**src/rtl/pla_pkg.sv**
```systemverilog
// pla_pkg -- shared types and helpers for the programmable sum-of-products
// evaluator (pla_sop_pipe).
//
// Contents:
//   MAX_N_IN / MAX_TERMS : upper limits for the N_IN / N_TERMS parameters.
//   implicant_t          : one implicant slot {en, mask, val}, sized to the maximum
//                          variable count. Narrower instances zero-fill the upper
//                          bits, so those bits never take part in a match.
//   term_hit()           : match test of one input vector against one slot.
//   idx_width()          : width of a slot index, never less than 1.
package pla_pkg;

  localparam int MAX_N_IN  = 16;
  localparam int MAX_TERMS = 32;

  typedef struct packed {
    logic                en;
    logic [MAX_N_IN-1:0] mask;  // 1 = variable appears in the term
    logic [MAX_N_IN-1:0] val;   // 1 = true literal, 0 = complemented
  } implicant_t;

  // A term hits when every literal it contains agrees with the input. An
  // enabled term with an empty mask contains no literals, so it is constant 1.
  function automatic logic term_hit(input logic [MAX_N_IN-1:0] vec,
                                    input implicant_t          entry);
    return entry.en & (((vec ^ entry.val) & entry.mask) == '0);
  endfunction

  function automatic int idx_width(input int n_terms);
    return (n_terms > 1) ? $clog2(n_terms) : 1;
  endfunction

endpackage

```
**src/rtl/pla_sop_pipe_if.sv**
```systemverilog
// pla_sop_pipe_if -- bundles the configuration port, the input stream and the
// result stream of pla_sop_pipe.
//
// Signals:
//   cfg_we, cfg_idx, cfg_en, cfg_mask, cfg_val : implicant table write port
//   in_valid, in_data, in_ready                : input vector stream
//   out_valid, out_ready, out_f, out_hits      : result stream
//
// Modports:
//   master : stimulus side (drives cfg_*, in_valid, in_data, out_ready)
//   slave  : the evaluator (drives in_ready, out_valid, out_f, out_hits)
//
// Handshake: a beat transfers on a rising edge where valid and ready are both
// 1. The producer holds valid and its payload steady until that edge, and
// ready may depend combinationally on the opposite side's ready but never on
// valid.
interface pla_sop_pipe_if
  import pla_pkg::*;
#(
  parameter int N_IN    = 5,
  parameter int N_TERMS = 8,
  parameter int IDX_W   = idx_width(N_TERMS)
);

  logic               cfg_we;
  logic [IDX_W-1:0]   cfg_idx;
  logic               cfg_en;
  logic [N_IN-1:0]    cfg_mask;
  logic [N_IN-1:0]    cfg_val;

  logic               in_valid;
  logic [N_IN-1:0]    in_data;
  logic               in_ready;

  logic               out_valid;
  logic               out_ready;
  logic               out_f;
  logic [N_TERMS-1:0] out_hits;

  modport master (
    output cfg_we, cfg_idx, cfg_en, cfg_mask, cfg_val,
    output in_valid, in_data, out_ready,
    input  in_ready, out_valid, out_f, out_hits
  );

  modport slave (
    input  cfg_we, cfg_idx, cfg_en, cfg_mask, cfg_val,
    input  in_valid, in_data, out_ready,
    output in_ready, out_valid, out_f, out_hits
  );

endinterface

```
**src/rtl/pla_term_table.sv**
```systemverilog
// pla_term_table -- runtime-loadable implicant table with a combinational
// match vector.
//
// Ports:
//   clk, rst   : clock, asynchronous active-high reset (clears every slot)
//   cfg_we     : write strobe; the slot selected by cfg_idx takes
//                {cfg_en, cfg_mask, cfg_val} on the rising edge
//   cfg_idx    : slot to write; values >= N_TERMS select no slot
//   vec        : input vector to evaluate
//   hits       : per-slot match of vec against the table as currently stored
module pla_term_table
  import pla_pkg::*;
#(
  parameter int N_IN    = 5,
  parameter int N_TERMS = 8,
  parameter int IDX_W   = idx_width(N_TERMS)
) (
  input  logic               clk,
  input  logic               rst,
  input  logic               cfg_we,
  input  logic [IDX_W-1:0]   cfg_idx,
  input  logic               cfg_en,
  input  logic [N_IN-1:0]    cfg_mask,
  input  logic [N_IN-1:0]    cfg_val,
  input  logic [N_IN-1:0]    vec,
  output logic [N_TERMS-1:0] hits
);

  implicant_t          slot_q [N_TERMS];
  implicant_t          wr_entry;
  logic [MAX_N_IN-1:0] vec_ext;

  // Unused upper literal bits stay zero, so they can never block a match.
  always_comb begin
    wr_entry                = '0;
    wr_entry.en             = cfg_en;
    wr_entry.mask[N_IN-1:0] = cfg_mask;
    wr_entry.val[N_IN-1:0]  = cfg_val;
  end

  // Decoding by equality against each slot number means an out-of-range index
  // simply matches nothing and leaves the table untouched.
  always_ff @(posedge clk or posedge rst) begin
    if (rst) begin
      for (int i = 0; i < N_TERMS; i++) begin
        slot_q[i] <= '0;
      end
    end else if (cfg_we) begin
      for (int i = 0; i < N_TERMS; i++) begin
        if (cfg_idx == IDX_W'(i)) begin
          slot_q[i] <= wr_entry;
        end
      end
    end
  end

  assign vec_ext = MAX_N_IN'(vec);

  always_comb begin
    hits = '0;
    for (int i = 0; i < N_TERMS; i++) begin
      hits[i] = term_hit(vec_ext, slot_q[i]);
    end
  end

endmodule

```
**src/rtl/pla_sop_pipe.sv**
```systemverilog
// pla_sop_pipe -- programmable sum-of-products evaluator with a two-stage
// valid/ready pipeline.
//
// Ports:
//   clk  : clock, all state changes on the rising edge
//   rst  : asynchronous active-high reset; clears the table and both stages
//   bus  : pla_sop_pipe_if slave modport
//            cfg_*             table write port (effective on the cfg_we edge)
//            in_valid/in_data  vector offered; in_ready = stage 1 can advance
//            out_valid         result held in stage 2
//            out_f/out_hits    OR of hits / per-slot hit vector
//
// Stage 1 registers the hit vector of the accepted vector, computed against the
// table as it stood before the accepting edge. A table write on that same edge
// therefore only affects later vectors. Stage 2 is the output register. Each
// stage advances when it is empty or when the stage after it advances. This
// gives one result per cycle and lossless back-pressure. The only combinational
// input-to-output path is out_ready -> in_ready.
module pla_sop_pipe
  import pla_pkg::*;
#(
  parameter int N_IN    = 5,
  parameter int N_TERMS = 8,
  parameter int IDX_W   = idx_width(N_TERMS)
) (
  input  logic           clk,
  input  logic           rst,
  pla_sop_pipe_if.slave  bus
);

  logic [N_TERMS-1:0] tbl_hits;

  logic               s1_valid;
  logic [N_TERMS-1:0] s1_hits;
  logic               s2_valid;
  logic [N_TERMS-1:0] s2_hits;
  logic               s2_f;

  logic               s1_adv;
  logic               s2_adv;
  logic               accept;

  pla_term_table #(
    .N_IN    (N_IN),
    .N_TERMS (N_TERMS),
    .IDX_W   (IDX_W)
  ) u_table (
    .clk      (clk),
    .rst      (rst),
    .cfg_we   (bus.cfg_we),
    .cfg_idx  (bus.cfg_idx),
    .cfg_en   (bus.cfg_en),
    .cfg_mask (bus.cfg_mask),
    .cfg_val  (bus.cfg_val),
    .vec      (bus.in_data),
    .hits     (tbl_hits)
  );

  assign s2_adv = !s2_valid || bus.out_ready;
  assign s1_adv = !s1_valid || s2_adv;
  assign accept = bus.in_valid && s1_adv;

  always_ff @(posedge clk or posedge rst) begin
    if (rst) begin
      s1_valid <= 1'b0;
      s1_hits  <= '0;
      s2_valid <= 1'b0;
      s2_hits  <= '0;
      s2_f     <= 1'b0;
    end else begin
      if (s1_adv) begin
        s1_valid <= bus.in_valid;
        if (accept) begin
          s1_hits <= tbl_hits;
        end
      end
      // Payload only moves with a valid beat. A stalled or drained output
      // register keeps its last value.
      if (s2_adv) begin
        s2_valid <= s1_valid;
        if (s1_valid) begin
          s2_hits <= s1_hits;
          s2_f    <= |s1_hits;
        end
      end
    end
  end

  assign bus.in_ready  = s1_adv;
  assign bus.out_valid = s2_valid;
  assign bus.out_hits  = s2_hits;
  assign bus.out_f     = s2_f;

endmodule

```
**src/flat_wrapper.sv**
```systemverilog
// flat-port wrapper written by rule: the top's interface ports become plain ports
module pla_sop_pipe_flat import pla_pkg::*;
#(
  parameter int N_IN    = 5,
  parameter int N_TERMS = 8,
  parameter int IDX_W   = idx_width(N_TERMS)
)
  (clk, rst, bus_cfg_we, bus_cfg_idx, bus_cfg_en, bus_cfg_mask, bus_cfg_val, bus_in_valid, bus_in_data, bus_out_ready, bus_in_ready, bus_out_valid, bus_out_f, bus_out_hits);
  pla_sop_pipe_if #(.N_IN(N_IN), .N_TERMS(N_TERMS), .IDX_W(IDX_W)) bus_i ();
  input  logic clk;
  input  logic rst;
  input wire logic [$bits(bus_i.cfg_we)-1:0] bus_cfg_we;
  input wire logic [$bits(bus_i.cfg_idx)-1:0] bus_cfg_idx;
  input wire logic [$bits(bus_i.cfg_en)-1:0] bus_cfg_en;
  input wire logic [$bits(bus_i.cfg_mask)-1:0] bus_cfg_mask;
  input wire logic [$bits(bus_i.cfg_val)-1:0] bus_cfg_val;
  input wire logic [$bits(bus_i.in_valid)-1:0] bus_in_valid;
  input wire logic [$bits(bus_i.in_data)-1:0] bus_in_data;
  input wire logic [$bits(bus_i.out_ready)-1:0] bus_out_ready;
  output wire logic [$bits(bus_i.in_ready)-1:0] bus_in_ready;
  output wire logic [$bits(bus_i.out_valid)-1:0] bus_out_valid;
  output wire logic [$bits(bus_i.out_f)-1:0] bus_out_f;
  output wire logic [$bits(bus_i.out_hits)-1:0] bus_out_hits;
  assign bus_i.cfg_we = bus_cfg_we;
  assign bus_i.cfg_idx = bus_cfg_idx;
  assign bus_i.cfg_en = bus_cfg_en;
  assign bus_i.cfg_mask = bus_cfg_mask;
  assign bus_i.cfg_val = bus_cfg_val;
  assign bus_i.in_valid = bus_in_valid;
  assign bus_i.in_data = bus_in_data;
  assign bus_i.out_ready = bus_out_ready;
  assign bus_in_ready = bus_i.in_ready;
  assign bus_out_valid = bus_i.out_valid;
  assign bus_out_f = bus_i.out_f;
  assign bus_out_hits = bus_i.out_hits;
  pla_sop_pipe #(.N_IN(N_IN), .N_TERMS(N_TERMS), .IDX_W(IDX_W)) u_core (.clk(clk), .rst(rst), .bus(bus_i));
endmodule
```
**config.mk**
```make
export PLATFORM = sky130hd
export DESIGN_NAME = pla_sop_pipe_flat
export DESIGN_NICKNAME = d
export VERILOG_FILES = /design/src/rtl/pla_pkg.sv /design/src/rtl/pla_sop_pipe_if.sv /design/src/rtl/pla_term_table.sv /design/src/rtl/pla_sop_pipe.sv /design/src/flat_wrapper.sv
export SDC_FILE = /design/constraint.sdc
export NUM_CORES = 1
export LEC_CHECK = 0
export CAP_MARGIN = 15
export CORE_ASPECT_RATIO = 1.75
export CORE_MARGIN = 1.5
export CORE_UTILIZATION = 55
export DETAILED_ROUTE_END_ITERATION = 8
export GPL_TIMING_DRIVEN = 1
export PLACE_DENSITY = 0.84
export SLEW_MARGIN = 20
export SYNTH_ARGS = -nofsm -noshare
export SYNTH_HDL_FRONTEND = slang
export SYNTH_SLANG_ARGS = --single-unit
```
**constraint.sdc**
```tcl
create_clock -name clk -period 3.85 [get_ports clk]
set_input_delay 0.5775 -clock clk [delete_from_list [all_inputs] [get_ports clk]]
set_output_delay 0.5775 -clock clk [all_outputs]
set_load 0.01 [all_outputs]
```
==> results of run 1 <==
## worst max-delay path: stages
cell	delay, ns
clkdlybuf4s50_1	0.47
nand3b_1	0.32
clkdlybuf4s50_1	0.61
## cell usage in the layout, fill, tap and decap left out, types with 2 or more instances in the layout
master,n
nand2b_1,4
nor4_1,2
a41o_1,8
nand2_1,2
a21boi_0,16
clkdlybuf4s50_1,34
nand4b_1,3
clkbuf_16,9
clkbuf_8,2
a22oi_1,16
mux2_2,96
xor2_1,40
nor3b_2,2
dfrtp_1,107
## final cells by class
type                       instances  share of cell area
timing repair buffer              36              0.0691
multi-input combinational        196               0.357
tap                               92              0.0216
inverter                           1             0.00118
clock buffer                      12              0.0482
sequential                       107               0.503
## worst max-delay path by stage
stage | start | end | cells after the start
final | bus_out_ready | bus_in_ready | 3
after global routing | bus_out_ready | bus_in_ready | 3
after CTS | bus_out_ready | bus_in_ready | 3
after detailed placement | bus_cfg_idx[2] | u_core.u_table.slot_q[183]$_DFFE_PP0P_ | 4
after global placement | bus_cfg_idx[2] | u_core.u_table.slot_q[199]$_DFFE_PP0P_ | 4
after floorplan | rst | u_core.bus.out_f$_DFFE_PP0P_ | 1
## sequential cells by signal, summed over array words and instances (netlist names)
signal                 cells
u_core.s1_hits             8
u_core.s1_valid            1
u_core.bus.out_valid       1
u_core.u_table.slot_q     88
u_core.bus.out_hits        8
u_core.bus.out_f           1
## cell families after synthesis
family	Yosys count	share of synthesized area
mux	96	0.232
simple gates	18	0.0281
compound gates	42	0.0716
buf+inv	17	0.0201
xor+xnor	40	0.0750
flops	107	0.574
## per-layer routing
metal | up-vias | part of all wire | routed length (um)
met3 | 19 | 0.023 | 214
li1 | 1217 | - | -
met2 | 51 | 0.54 | 4950
met5 | - | 0 | 0
met1 | 1429 | 0.40 | 3690
met4 | 0 | 0.031 | 280
## metrics by stage
stage / instance area, sq um / total power [mW] / hold WS (ns) / instances / setup slack [ns]
6_report: 5320 / 2.99 / 0.499 / 444 / 1.30
3_5_place_dp: 5060 / 2.18 / 0.490 / 432 / 1.23
4_1_cts: 5320 / 3.00 / 0.504 / 444 / 1.30
5_1_grt: 5320 / 3.14 / 0.513 / 444 / 1.23
2_1_floorplan: 4670 / 1.94 / 0.473 / 320 / 0.455
3_3_place_gp: 5060 / 2.14 / 0.482 / 432 / 1.27
## report_power, final
part | switching (mW) | internal (mW) | leakage, nW | total [mW]
Combinational | 0.264 | 0.362 | 0.927 | 0.626
Clock | 0.368 | 0.459 | 0.126 | 0.827
Sequential | 0.152 | 1.38 | 1.30 | 1.53
==> impl_results.md, run 1 <==
* Fin nets at 375
* Post-synthesis sequential area ratio at 0.574
* Gr busiest metal: met2
* Setup violators final at 0
* Worst-path clk slew at 0.06 ns
* RR Endpoint: u_core.s1_hits[1]$_DFFE_PP0P_
* Worst Hold Class: reg -> reg
* Worst Path Arrival at slightly below 2 ns
* Core Util, Final at 0.644
* Storage cell area at about 2700 sq um
* Hold Vio Cnt, Final at 0
* Initial Util at 0.565
* CTS tree: done
* LEAKAGE at 2.36 nW
* WL/cell at approximately 20 um
* Worst Hold End: u_core.u_table.slot_q[263]$_DFFE_PP0P_
* P&R area growth vs syn at 14.0%
* Pwr per Cell Area at about 560 nW/um^2
* Standard-cell row count at 44
* Synth area leader: dfrtp_1
* Share of cells above drive strength 1 at 0.321
* Max cap viols at 0
* Clk_skew at around 0.0033 ns
* Post-DR vias/cell at ~6.1
* Setup Buffers After CTS at 0
* GRT Total Usage at 0.225
* Clock Sinks at between 100 and 150
* RR Startpoint: u_core.s1_valid$_DFFE_PP0P_
* Clk_lat worst skew at about 0.35 ns
* Die Area at 9070 sq um
* Post-synth EDFFs at 0
* GR Util met1 at 0.276
* Setup crit start kind: primary input
* Gr ovfl total at 0
* # port buffers at 34
* RSZ-0062 raised after global routing: no
* CTS Root Cell: clkbuf_16
* Crit Path Category: in -> out
* Die H at 125 um
* CP required at 3.27 ns
* Slew Limit Fails at 0
* Drt first-iter violations at 214
* Core footprint at a little over 8000 sq um
* Mapped Cells at 320
* Final Wtd Congestion at 0.831
* Gates resized, CTS repair at 0
* Least-Margin Pin Slew at 0.922 ns
* ANT nets after route at 0
* Synth Register Bits at 107
* Most instantiated cells after synthesis: 107 x dfrtp_1, 96 x mux2_2, 40 x xor2_1
* Worst-path fanout max at 11
* Yosys warns at 0
* Drt pass-1 iters at 4
* Die X at 72.6 um
* Post-CTS Hold Buffers at 0
* Crit end category: primary output
* Syn Nets at 344
* Asr flop ratio synth at 1.00
* Drt drc at 0
* Antenna diode count at 0
* Mapped Area at roughly 4700 sq um
* CTS buffer count at 9
* Final worst path period share at 0.663
* H-tree level count at 3
* Largest net degree at the start of global routing at 108
* Post-Route WL at between 9000 and 10000 um
* Hold path start: u_core.u_table.slot_q[263]$_DFFE_PP0P_
* Mean Syn Cell Area at 14.6 sq um
* Reg2reg setup slack at 2.43 ns
* Via count at ~2700
* Vias in the first global route at ~2900
* GR Layer Usage met2 at 0.374
* Crit path time final at 2.55 ns
* Met3 Usage GRT at 0.0461
* Status: completed
* HPWL after detailed placement at around 6400 um
* I/O pins at 35
* Top_reg_cell synth: dfrtp_1
* Synth top area share at 0.574
* CTS max path bufs at 2
* Distinct cells, synth at 23
* F_max at about 0.39 GHz
* Top-count cell post-synth: dfrtp_1
* Filler cell count at about 600
* Worst r2r path cells at 3
* First-pass GRT wire length at roughly 15000 um
* Worst hold path depth at 1
* Antenna violations before repair at 0
* Worst slew margin at 0.383
* Peak VDD IR at 0.000313 V
* Area of the multi-input gates at 1900 sq um
* Largest cells by area after synthesis: dfrtp_1 57%, mux2_2 23%, xor2_1 7.5%
* Setup_tns at 0 ns
Note: power is estimated with default switching activity, not from simulation.
==> inputs of run 2 (changes only) <==
Settings changed: CORE_UTILIZATION 55 to 52, PLACE_DENSITY 0.84 to 0.83.
Clock period 3.85 ns to 2.31 ns, I/O delays scaled along.
==> impl_results.md, run 2 (same netlist as run 1, synthesis figures left out) <==
* Status: completed
* Core footprint at 8670 sq um (+5.0%)
* Initial Util at 0.538 (-0.0269)
* # port buffers at 34 (unchanged)
* Crit end category: primary output
* Met3 Usage GRT at 0.0454 (-0.000698)
* CP required at 1.96 ns (-1.31 ns)
* Switch Pwr at 1.40 mW (+78%)
* Worst Path Arrival at 1.56 ns (-0.41 ns)
* Die X at 74.6 um (+2.7%)
* Antenna violations before repair at 0 (unchanged)
* CTS Root Cell: clkbuf_16
* Drt first-iter violations at 155 (-28%)
* Gr busiest metal: met2
* Max cap viols at 0 (unchanged)
* Worst slew margin at 0.646 (+0.264)
* Crit Path Category: in -> out
* Antenna diode count at 0 (unchanged)
* Crit path from: bus_out_ready
* Drt drc at 0 (unchanged)
* Net Sw Frac at 0.271 (+0.00812)
* H-tree level count at 3 (unchanged)
* GR Util met1 at 0.267 (-0.00876)
* Drt pass-1 iters at 4 (unchanged)
* Most common cell after layout, fill and taps aside: dfrtp_1
* Worst-path fanout max at 2 (-9)
* Via count at 2768 (+1.9%)
* Setup crit start kind: primary input
* Vias in the first global route at 2993 (+4.5%)
* RR Startpoint: u_core.s1_valid$_DFFE_PP0P_
* Standard-cell row count at 45 (+2.3%)
* Gates resized, CTS repair at 0 (unchanged)
* Share of cells above drive strength 1 at 0.345 (+0.0242)
* Setup Buffers After CTS at 0 (unchanged)
* Sequential fraction of design power at 0.498 (-0.015)
* Int Power at 3.76 mW (+71%)
* Reg2reg setup slack at 0.87 ns (-1.56 ns)
* Number of flip-flops in the largest register at 88 (unchanged)
* Comb power frac at 0.203 (-0.007)
* Post-Route WL at 9740 um (+6.7%)
* Final Wtd Congestion at 0.809 (-2.6%)
* Post-CTS Hold Buffers at 0 (unchanged)
* Slew Limit Fails at 0 (unchanged)
* I/O pins at 35 (unchanged)
* GRT Total Usage at 0.231 (+0.00560)
* Largest net degree at the start of global routing at 81 (-25%)
* Clock power frac at 0.299 (+0.022)
* Pwr per Cell Area at 944 nW/um^2 (+68%)
* CTS buffer count at 9 (unchanged)
* HPWL after detailed placement at 6950 um (+9.3%)
* Post-Place Worst Slack at 0.255 ns (-0.975 ns)
* Least-Margin Pin Slew at 0.526 ns (-0.396 ns)
* GR Layer Usage met2 at 0.393 (+0.0189)
* Post-DR vias/cell at 5.74 (-6.1%)
* F_max at roughly 0.52 GHz
* Setup violators final at 0 (unchanged)
* CTS tree: done
* Worst Hold Class: in -> async
* Commonest non-fill, non-tap cells in the layout: 107 x dfrtp_1, 96 x mux2_2, 40 x xor2_1
* RR Endpoint: u_core.s1_hits[3]$_DFFE_PP0P_
* Setup_tns at 0 ns (unchanged)
* Die H at 128 um (+2.8%)
* RSZ-0062 raised after global routing: no
* Crit path time final at ~1.9 ns
* Final worst path period share at 0.826
* Gr ovfl total at 0 (unchanged)
* Clk_lat worst skew at 0.35 ns (about the same)
* WL/cell at 20.2 um (-1.7%)
* Fin nets at 384 (+2.4%)
* Die Area at 9580 sq um (+5.6%)
* P&R area growth vs syn at 17.1%
* Worst setup slack after layout at 0.401 ns (-0.897 ns)
* Top reg by flops: u_core.u_table.slot_q
* Worst r2r path cells at 4 (+1)
* CTS max path bufs at 2 (unchanged)
* Peak VDD IR at 0.000495 V (+58%)
* Total power at 5.16 mW (+73%)
* Hold_ws at 0.325 ns (-0.174 ns)
* Hold Vio Cnt, Final at 0 (unchanged)
* First-pass GRT wire length at 15900 um (+5.0%)
* Clk_skew at 0.00562 ns (+0.00230 ns)
* Clock Sinks at 107 (unchanged)
* LEAKAGE at 2.41 nW (+2.2%)
* ANT nets after route at 0 (unchanged)
* Worst-path clk slew at 0.07 ns (about the same)
## run 2: per-layer routing
metal  wire length [um]  share of wire
met3                242          0.025
met4                397          0.041
met2               5390           0.55
met5                  0              0
met1               3710           0.38
## run 2: worst max-delay path by stage
stage	to	slack, ns	cells past startpoint
CTS	bus_in_ready	0.39	3
finish	bus_in_ready	0.40	3
detailed placement	u_core.s1_hits[5]$_DFFE_PP0P_	0.26	4
global route	bus_in_ready	0.37	3
global placement	u_core.s1_hits[5]$_DFFE_PP0P_	0.25	4
floorplan	u_core.bus.out_f$_DFFE_PP0P_	0.68	1
## run 2: area by class of cell
cell class,count,area [sq um]
clock buffers,10,229
clock inverters,6,73.8
fillers,681,3200
inverters,1,7.51
multi-input cells,196,1900
flip-flops and latches,107,2680
well taps,117,146
repair buffers,45,435
## run 2: metrics by stage
step                 util  std cells  area [sq um]
global placement    0.596        466          5160
CTS                 0.630        482          5470
detailed placement  0.596        466          5160
floorplan               -        320          4670
finish              0.630        482          5470
global route        0.630        482          5470
## run 2: worst max-delay path, stage by stage
cell and delay (ns):
clkdlybuf4s50_1 0.48, nand3b_1 0.17, clkdlybuf4s50_1 0.57
## run 2: power by group through the flow
| stage | registers, mW | clock network [mW] | logic, mW |
|---|---|---|---|
| floorplan | 2.54 | 0 | 0.687 |
| CTS | 2.57 | 1.56 | 1.07 |
| finish | 2.57 | 1.54 | 1.05 |
| global route | 2.61 | 1.67 | 1.15 |
| detailed placement | 2.60 | 0 | 1.06 |
| global placement | 2.57 | 0 | 1.02 |
